===== config.mk =====
export PLATFORM = sky130hd
export DESIGN_NAME = alu_pipe
export DESIGN_NICKNAME = d
export VERILOG_FILES = /design/src/rtl/alu_pipe.sv
export SDC_FILE = /design/constraint.sdc
export NUM_CORES = 1
export LEC_CHECK = 0
export CAP_MARGIN = 25
export CORE_MARGIN = 4
export CORE_UTILIZATION = 66
export CTS_BUF_LIST = sky130_fd_sc_hd__clkbuf_8 sky130_fd_sc_hd__clkbuf_16
export CTS_CLUSTER_SIZE = 30
export DETAILED_ROUTE_END_ITERATION = 8
export PLACE_DENSITY = 0.92
export SKIP_LAST_GASP = 1
export SLEW_MARGIN = 40
export SYNTH_ARGS = -nofsm -noshare
export SYNTH_HDL_FRONTEND = slang
export SYNTH_SLANG_ARGS = --single-unit

===== constraint.sdc =====
create_clock -name clk -period 5.05 [get_ports clk]
set_input_delay 0.505 -clock clk [delete_from_list [all_inputs] [get_ports clk]]
set_output_delay 0.505 -clock clk [all_outputs]
set_load 0.02 [all_outputs]

===== src/rtl/alu_pipe.sv =====
`default_nettype none
// ----------------------------------------------------------------------------
// alu_pipe : handshaked ALU, 16 ops, registered flags, iterative MUL/DIV
// Revision : 1.0
// ----------------------------------------------------------------------------
module alu_pipe #(
  parameter int WIDTH = 8
) (
  input  logic             clk,
  input  logic             rst_n,
  input  logic [WIDTH-1:0] A,
  input  logic [WIDTH-1:0] B,
  input  logic [3:0]       ALU_Sel,
  input  logic             in_valid,
  output logic             in_ready,
  output logic [WIDTH-1:0] ALU_Out,
  output logic             CarryOut,
  output logic             Zero,
  output logic             Err,
  output logic             out_valid,
  input  logic             out_ready
);

  localparam int CW = $clog2(WIDTH + 1);
  localparam logic [3:0] OP_ADD  = 4'd0;
  localparam logic [3:0] OP_SUB  = 4'd1;
  localparam logic [3:0] OP_MUL  = 4'd2;
  localparam logic [3:0] OP_DIV  = 4'd3;
  localparam logic [3:0] OP_SHL  = 4'd4;
  localparam logic [3:0] OP_SHR  = 4'd5;
  localparam logic [3:0] OP_ROL  = 4'd6;
  localparam logic [3:0] OP_ROR  = 4'd7;
  localparam logic [3:0] OP_AND  = 4'd8;
  localparam logic [3:0] OP_OR   = 4'd9;
  localparam logic [3:0] OP_XOR  = 4'd10;
  localparam logic [3:0] OP_NOR  = 4'd11;
  localparam logic [3:0] OP_NAND = 4'd12;
  localparam logic [3:0] OP_XNOR = 4'd13;
  localparam logic [3:0] OP_GT   = 4'd14;
  localparam logic [3:0] OP_EQ   = 4'd15;

  typedef enum logic [0:0] {S_IDLE = 1'b0, S_BUSY = 1'b1} state_t;

  state_t             r_state;
  state_t             w_state_nx;
  logic [CW-1:0]      r_cnt;
  logic               r_is_div;
  logic [2*WIDTH-1:0] r_acc;
  logic [2*WIDTH-1:0] r_mcand;
  logic [WIDTH-1:0]   r_mplier;
  logic [WIDTH-1:0]   r_rem;
  logic [WIDTH-1:0]   r_quo;
  logic [WIDTH-1:0]   r_div;

  logic               w_accept;
  logic               w_multi;
  logic               w_last;
  logic [WIDTH:0]     w_sum;
  logic [WIDTH:0]     w_diff;
  logic [WIDTH-1:0]   w_res;
  logic               w_c;
  logic               w_err;
  logic [2*WIDTH-1:0] w_acc_nx;
  logic [WIDTH:0]     w_rem_sh;
  logic               w_ge;
  logic [WIDTH-1:0]   w_rem_nx;
  logic [WIDTH-1:0]   w_quo_nx;
  logic [WIDTH-1:0]   w_iter_res;
  logic               w_iter_c;

  assign in_ready = (r_state == S_IDLE) && (!out_valid || out_ready);
  assign w_accept = in_valid && in_ready;
  // Divide by zero is resolved in one cycle and never enters BUSY.
  assign w_multi  = (ALU_Sel == OP_MUL) || ((ALU_Sel == OP_DIV) && (B != '0));
  assign w_last   = (r_state == S_BUSY) && (r_cnt == CW'(1));

  always_ff @(posedge clk or negedge rst_n) begin
    if (!rst_n) r_state <= S_IDLE;
    else        r_state <= w_state_nx;
  end

  always_comb begin
    w_state_nx = r_state;
    case (r_state)
      S_IDLE:  if (w_accept && w_multi) w_state_nx = S_BUSY;
      S_BUSY:  if (r_cnt == CW'(1))     w_state_nx = S_IDLE;
      default: w_state_nx = S_IDLE;
    endcase
  end

  assign w_sum  = {1'b0, A} + {1'b0, B};
  assign w_diff = {1'b0, A} - {1'b0, B};

  always_comb begin
    w_res = '0;
    w_c   = 1'b0;
    w_err = 1'b0;
    case (ALU_Sel)
      OP_ADD:  begin w_res = w_sum[WIDTH-1:0];  w_c = w_sum[WIDTH];  end
      OP_SUB:  begin w_res = w_diff[WIDTH-1:0]; w_c = w_diff[WIDTH]; end
      OP_MUL:  w_res = '0;
      OP_DIV:  begin w_res = '1; w_err = 1'b1; end
      OP_SHL:  begin w_res = {A[WIDTH-2:0], 1'b0}; w_c = A[WIDTH-1]; end
      OP_SHR:  begin w_res = {1'b0, A[WIDTH-1:1]}; w_c = A[0]; end
      OP_ROL:  w_res = {A[WIDTH-2:0], A[WIDTH-1]};
      OP_ROR:  w_res = {A[0], A[WIDTH-1:1]};
      OP_AND:  w_res = A & B;
      OP_OR:   w_res = A | B;
      OP_XOR:  w_res = A ^ B;
      OP_NOR:  w_res = ~(A | B);
      OP_NAND: w_res = ~(A & B);
      OP_XNOR: w_res = ~(A ^ B);
      OP_GT:   w_res = {{(WIDTH-1){1'b0}}, (A > B)};
      OP_EQ:   w_res = {{(WIDTH-1){1'b0}}, (A == B)};
      default: w_res = '0;
    endcase
  end

  // One shift-add step and one restoring-division step per BUSY cycle.
  assign w_acc_nx   = r_mplier[0] ? (r_acc + r_mcand) : r_acc;
  assign w_rem_sh   = {r_rem, r_quo[WIDTH-1]};
  assign w_ge       = (w_rem_sh >= {1'b0, r_div});
  assign w_rem_nx   = w_ge ? WIDTH'(w_rem_sh - {1'b0, r_div}) : w_rem_sh[WIDTH-1:0];
  assign w_quo_nx   = {r_quo[WIDTH-2:0], w_ge};
  assign w_iter_res = r_is_div ? w_quo_nx : w_acc_nx[WIDTH-1:0];
  assign w_iter_c   = r_is_div ? 1'b0 : (|w_acc_nx[2*WIDTH-1:WIDTH]);

  always_ff @(posedge clk or negedge rst_n) begin
    if (!rst_n) begin
      r_cnt     <= '0;
      r_is_div  <= 1'b0;
      r_acc     <= '0;
      r_mcand   <= '0;
      r_mplier  <= '0;
      r_rem     <= '0;
      r_quo     <= '0;
      r_div     <= '0;
      ALU_Out   <= '0;
      CarryOut  <= 1'b0;
      Zero      <= 1'b0;
      Err       <= 1'b0;
      out_valid <= 1'b0;
    end else if (w_accept) begin
      if (w_multi) begin
        out_valid <= 1'b0;
        r_cnt     <= CW'(WIDTH);
        r_is_div  <= (ALU_Sel == OP_DIV);
        r_acc     <= '0;
        r_mcand   <= {{WIDTH{1'b0}}, A};
        r_mplier  <= B;
        r_rem     <= '0;
        r_quo     <= A;
        r_div     <= B;
      end else begin
        out_valid <= 1'b1;
        ALU_Out   <= w_res;
        CarryOut  <= w_c;
        Zero      <= (w_res == '0);
        Err       <= w_err;
      end
    end else if (r_state == S_BUSY) begin
      r_cnt    <= r_cnt - CW'(1);
      r_acc    <= w_acc_nx;
      r_mcand  <= {r_mcand[2*WIDTH-2:0], 1'b0};
      r_mplier <= {1'b0, r_mplier[WIDTH-1:1]};
      r_rem    <= w_rem_nx;
      r_quo    <= w_quo_nx;
      if (w_last) begin
        out_valid <= 1'b1;
        ALU_Out   <= w_iter_res;
        CarryOut  <= w_iter_c;
        Zero      <= (w_iter_res == '0);
        Err       <= 1'b0;
      end
    end else if (out_valid && out_ready) begin
      out_valid <= 1'b0;
    end
  end

endmodule
`default_nettype wire


==> summary.md <==
| Metric | Value |
|---|---|
| Synthesized area | 6670 µm² |
| Syn Area/Cell | 8.07 µm² |
| Fin crit period | 3410 ps |
| Drt first-iter violations | 760 |
| Fmax | 294 MHz |
| Share of async-settable or async-resettable flops after synthesis | 100% |
| Gpl congestion | 0.971 |
| Status | finished, final reports clean |
| CTS tree | built |
| Synth Area in Simple Gates | 18.9% |
| Crit-path max FO | 5 |
| Diodes inserted | 0 |
| CP max-delay cell | or4_1 |
| Std cell rows | 36 |
| Global router's overall resource usage | 33.0% |
| Final hold violation count | 0 |
| Final Cycle Share | 67.5% |
| Die Wd | 109 µm |
| Flop2flop setup slack | 1640 ps |
| Crit-path cells | ha_1 > fa_1 > a21oi_1 > o22ai_2 > o21ai_0 > a211o_1 > nand4_1 > or4_1 > nor3_1 > a41oi_1 |
| Dominant cells by area after synthesis | dfrtp_1 (31%), ha_1 (9.2%), nand2_1 (6.6%) |
| Worst Hold Class | in2async |
| FF-to-FF path depth | 10 |
| Gate Count Post-Synth | 826 |
| Distinct cell type count after synthesis | 72 |
| Reg power frac | 31.1% |
| Multiplexer area fraction after synthesis | 6.96% |
| Clock Skews | 11.8 ps |
| Syn nets | 903 |
| Antenna violations before repair | 0 |
| CTS max path bufs | 2 |
| Vias | 6,358 |
| Pint | 2040 µW |
| Sequential area share after synthesis | 30.8% |
| Num CTS Buffers | 9 |
| Setup Fix Bufs, Post-CTS | 0 |
| Unrepaired setup endpoints after global routing | no |
| Slew HR | 41.3% |
| Number of buffers added on ports | 36 |
| Final #Nets | 908 |
| CP required | 5290 ps |
| Drt via density | 6.56 |
| Min Hold Slack | 170 ps |
| Initial core utilization | 67.9% |
| Largest family of logic cells by synthesized area | compound AO/OA/AOI/OAI gates |
| PwrDens | 535 nW/µm² |
| Post-CTS Resized | 0 |
| Kind of end point of the critical path | flop |
| DR pass1 iterations | 5 |
| Vias in the first global route | 5,939 |
| Top cell type's share of synthesized area | 30.8% |
| Worst reg2reg path endpoint | CarryOut |
| Post-Synth Adder-Cell Area | 10.4% |
| I/O pin total | 37 |
| Final slew viol count | 0 |
| Slew @ Worst Pin | 881 ps |
| Full die area | 11,800 µm² |
| Yosys reg bits | 82 |
| Antenna viol nets, final | 0 |
| Post-synthesis compound-gate area fraction | 24.1% |
| Skew-Pair Late Insertion Delay | 370 ps |
| Worst path max stage delay | 580 ps |
| H-Tree Depth | 3 |
| Top Family by Delay on Critical Path | compound AO/OA/AOI/OAI gates |
| First-pass GRT wire length | 30,400 µm |
| YS warnings | 0 |
| Main flop type after synthesis | dfrtp_1 |
| Clock tree root driver cell | clkbuf_8 |
| Final Setup Violations | 0 |
| Syn-to-layout area delta | 8.67% |
| CP startpoint kind | flop |
| Comb pwr share | 57.4% |
| DR WL/cell | 19.5 µm |
| Grt ovf | 0 |
| Clk slew on worst S/H paths | 90 ps |
| Max rail drop VDD | 0.365 mV |
| WL final | 18,900 µm |
| Drt drc | 0 |
| Clk sinks | 82 |
| Synth Area in XOR/XNOR | 2.89% |
| Sw Share | 47.5% |
| Detailed Place HPWL | 13,900 µm |
| Crit path DAT | 3650 ps |
| Setup Crit Path Kind | reg2reg |
| Number of max-cap violations | 0 |
| Clock share of power | 11.4% |
| WP buf/inv | 0 |
| Die Y-Extent | 109 µm |
| Layout cells sized above 1 | 6.22% |
| Largest net degree at the start of global routing | 83 |
| Net Sw Power | 1840 µW |
| Cell taking the most area after synthesis | dfrtp_1 |
| Lkg Pwr | 0.00326 µW |
| Sum Neg Setup Slack | 0 ps |
| # hold bufs at CTS | 0 |
| Crit Reg-Reg Startpoint | r_mcand[0] |
| Number of flops mapped to enable cells by yosys | 0 |
| Area of the core | 9820 µm² |
per-layer routing:
layer  up-vias  share of wire (%)  global-route usage, %
li1       2961                  -                      -
met1      3013                 41                   45.1
met2       330                 47                   54.1
met3        54                8.7                   4.84
met4         0                2.8                   10.6
met5         -                  0                      0
how the worst max path moves through the flow:
stage	start	endpoint	slack [ps]	depth (start not counted)
final	r_mcand[0]	CarryOut	1640	10
after global routing	A[2]	CarryOut	1510	11
after CTS	B[0]	CarryOut	1670	11
after detailed placement	A[0]	CarryOut	1340	11
after global placement	B[0]	CarryOut	1440	11
after floorplan	A[2]	Zero	2230	11
layout make-up:
type                       count  area [µm²]
clock buffer                   9         124
clock inverter                 7        55.1
fill                         750        2570
inverter                      52         195
multi-input combinational    641        4220
sequential                    82        2050
tap                          133         166
timing repair buffer          45         432
registers in the layout, summed over array words and instances, names as in the netlist:
name / cells
CarryOut: 1
r_mplier: 8
r_quo: 8
r_rem: 8
Zero: 1
Err: 1
r_mcand: 16
r_div: 8
r_state: 1
ALU_Out: 8
r_is_div: 1
r_cnt: 4
r_acc: 16
out_valid: 1
Yosys cell counts, types with 7 or more instances:
| cell type | number |
|---|---|
| o211ai_1 | 15 |
| a31oi_1 | 7 |
| mux2i_1 | 28 |
| nand3_1 | 14 |
| nor2_1 | 53 |
| nor3_1 | 12 |
| nand4_1 | 11 |
| a21oi_1 | 52 |
| clkbuf_1 | 33 |
| buf_2 | 9 |
| dfrtp_1 | 82 |
| o21ai_0 | 84 |
| xor2_1 | 8 |
| a21o_1 | 8 |
| o21bai_1 | 9 |
| nand2b_1 | 12 |
| buf_1 | 8 |
| ha_1 | 49 |
| inv_1 | 51 |
| nand2_1 | 117 |
| nor2b_1 | 15 |
| o22ai_1 | 15 |
| mux2_2 | 15 |
| xnor2_1 | 14 |
cells by family (layout without fill, tap and decap cells):
group | after synthesis | after routing
flops | 82 | 82
mux | 44 | 44
fa+ha+maj | 53 | 53
simple gates | 270 | 270
buf+inv | 103 | 113
compound gates | 252 | 252
xor+xnor | 22 | 22
stage by stage:
stage               worst slack [ps]  area (µm²)  utilization [%]  std cells  total power [µW]
floorplan                       2230        6670                -        826              2760
global placement                1440        7050             71.8        952              3250
detailed placement              1340        7070             72.0        953              3380
CTS                             1670        7250             73.8        969              3840
global route                    1510        7250             73.8        969              4170
finish                          1640        7250             73.8        969              3880
power by group through the flow:
| stage | Clock [µW] | Sequential (µW) | Combinational [µW] |
|---|---|---|---|
| 2_1_floorplan | 0 | 1160 | 1600 |
| 3_3_place_gp | 0 | 1190 | 2060 |
| 3_5_place_dp | 0 | 1210 | 2170 |
| 4_1_cts | 448 | 1200 | 2190 |
| 5_1_grt | 475 | 1240 | 2450 |
| 6_report | 444 | 1210 | 2230 |
cell usage in the layout (no fill, tap or decap), types with 3 or more instances in the layout:
cell	synthesis	routed
nand4_1	11	11
o21a_1	6	6
or4_1	3	3
xor2_1	8	8
o21ai_0	84	84
and2_1	3	3
nand2_1	117	117
clkbuf_8	0	9
clkinv_4	0	3
nor4_1	6	6
and3_1	5	5
buf_4	1	8
a21o_1	8	8
o22ai_1	15	15
or3_1	5	5
a211o_1	4	4
a21oi_1	52	52
inv_1	51	51
nor3_1	12	12
ha_1	49	49
nand3_1	14	14
a211oi_1	5	5
nand2b_1	12	12
nor3b_1	5	5
o221ai_1	3	3
xnor2_1	14	14
a22o_1	3	3
o31ai_1	6	6
o21bai_1	9	9
a31oi_1	7	7
clkdlybuf4s50_1	0	34
mux2_2	15	15
o211ai_1	15	15
nor2b_1	15	15
mux2i_1	28	28
nor2_1	53	52
dfrtp_1	82	82
fa_1	4	4
Note: power is estimated with default switching activity, not from simulation.
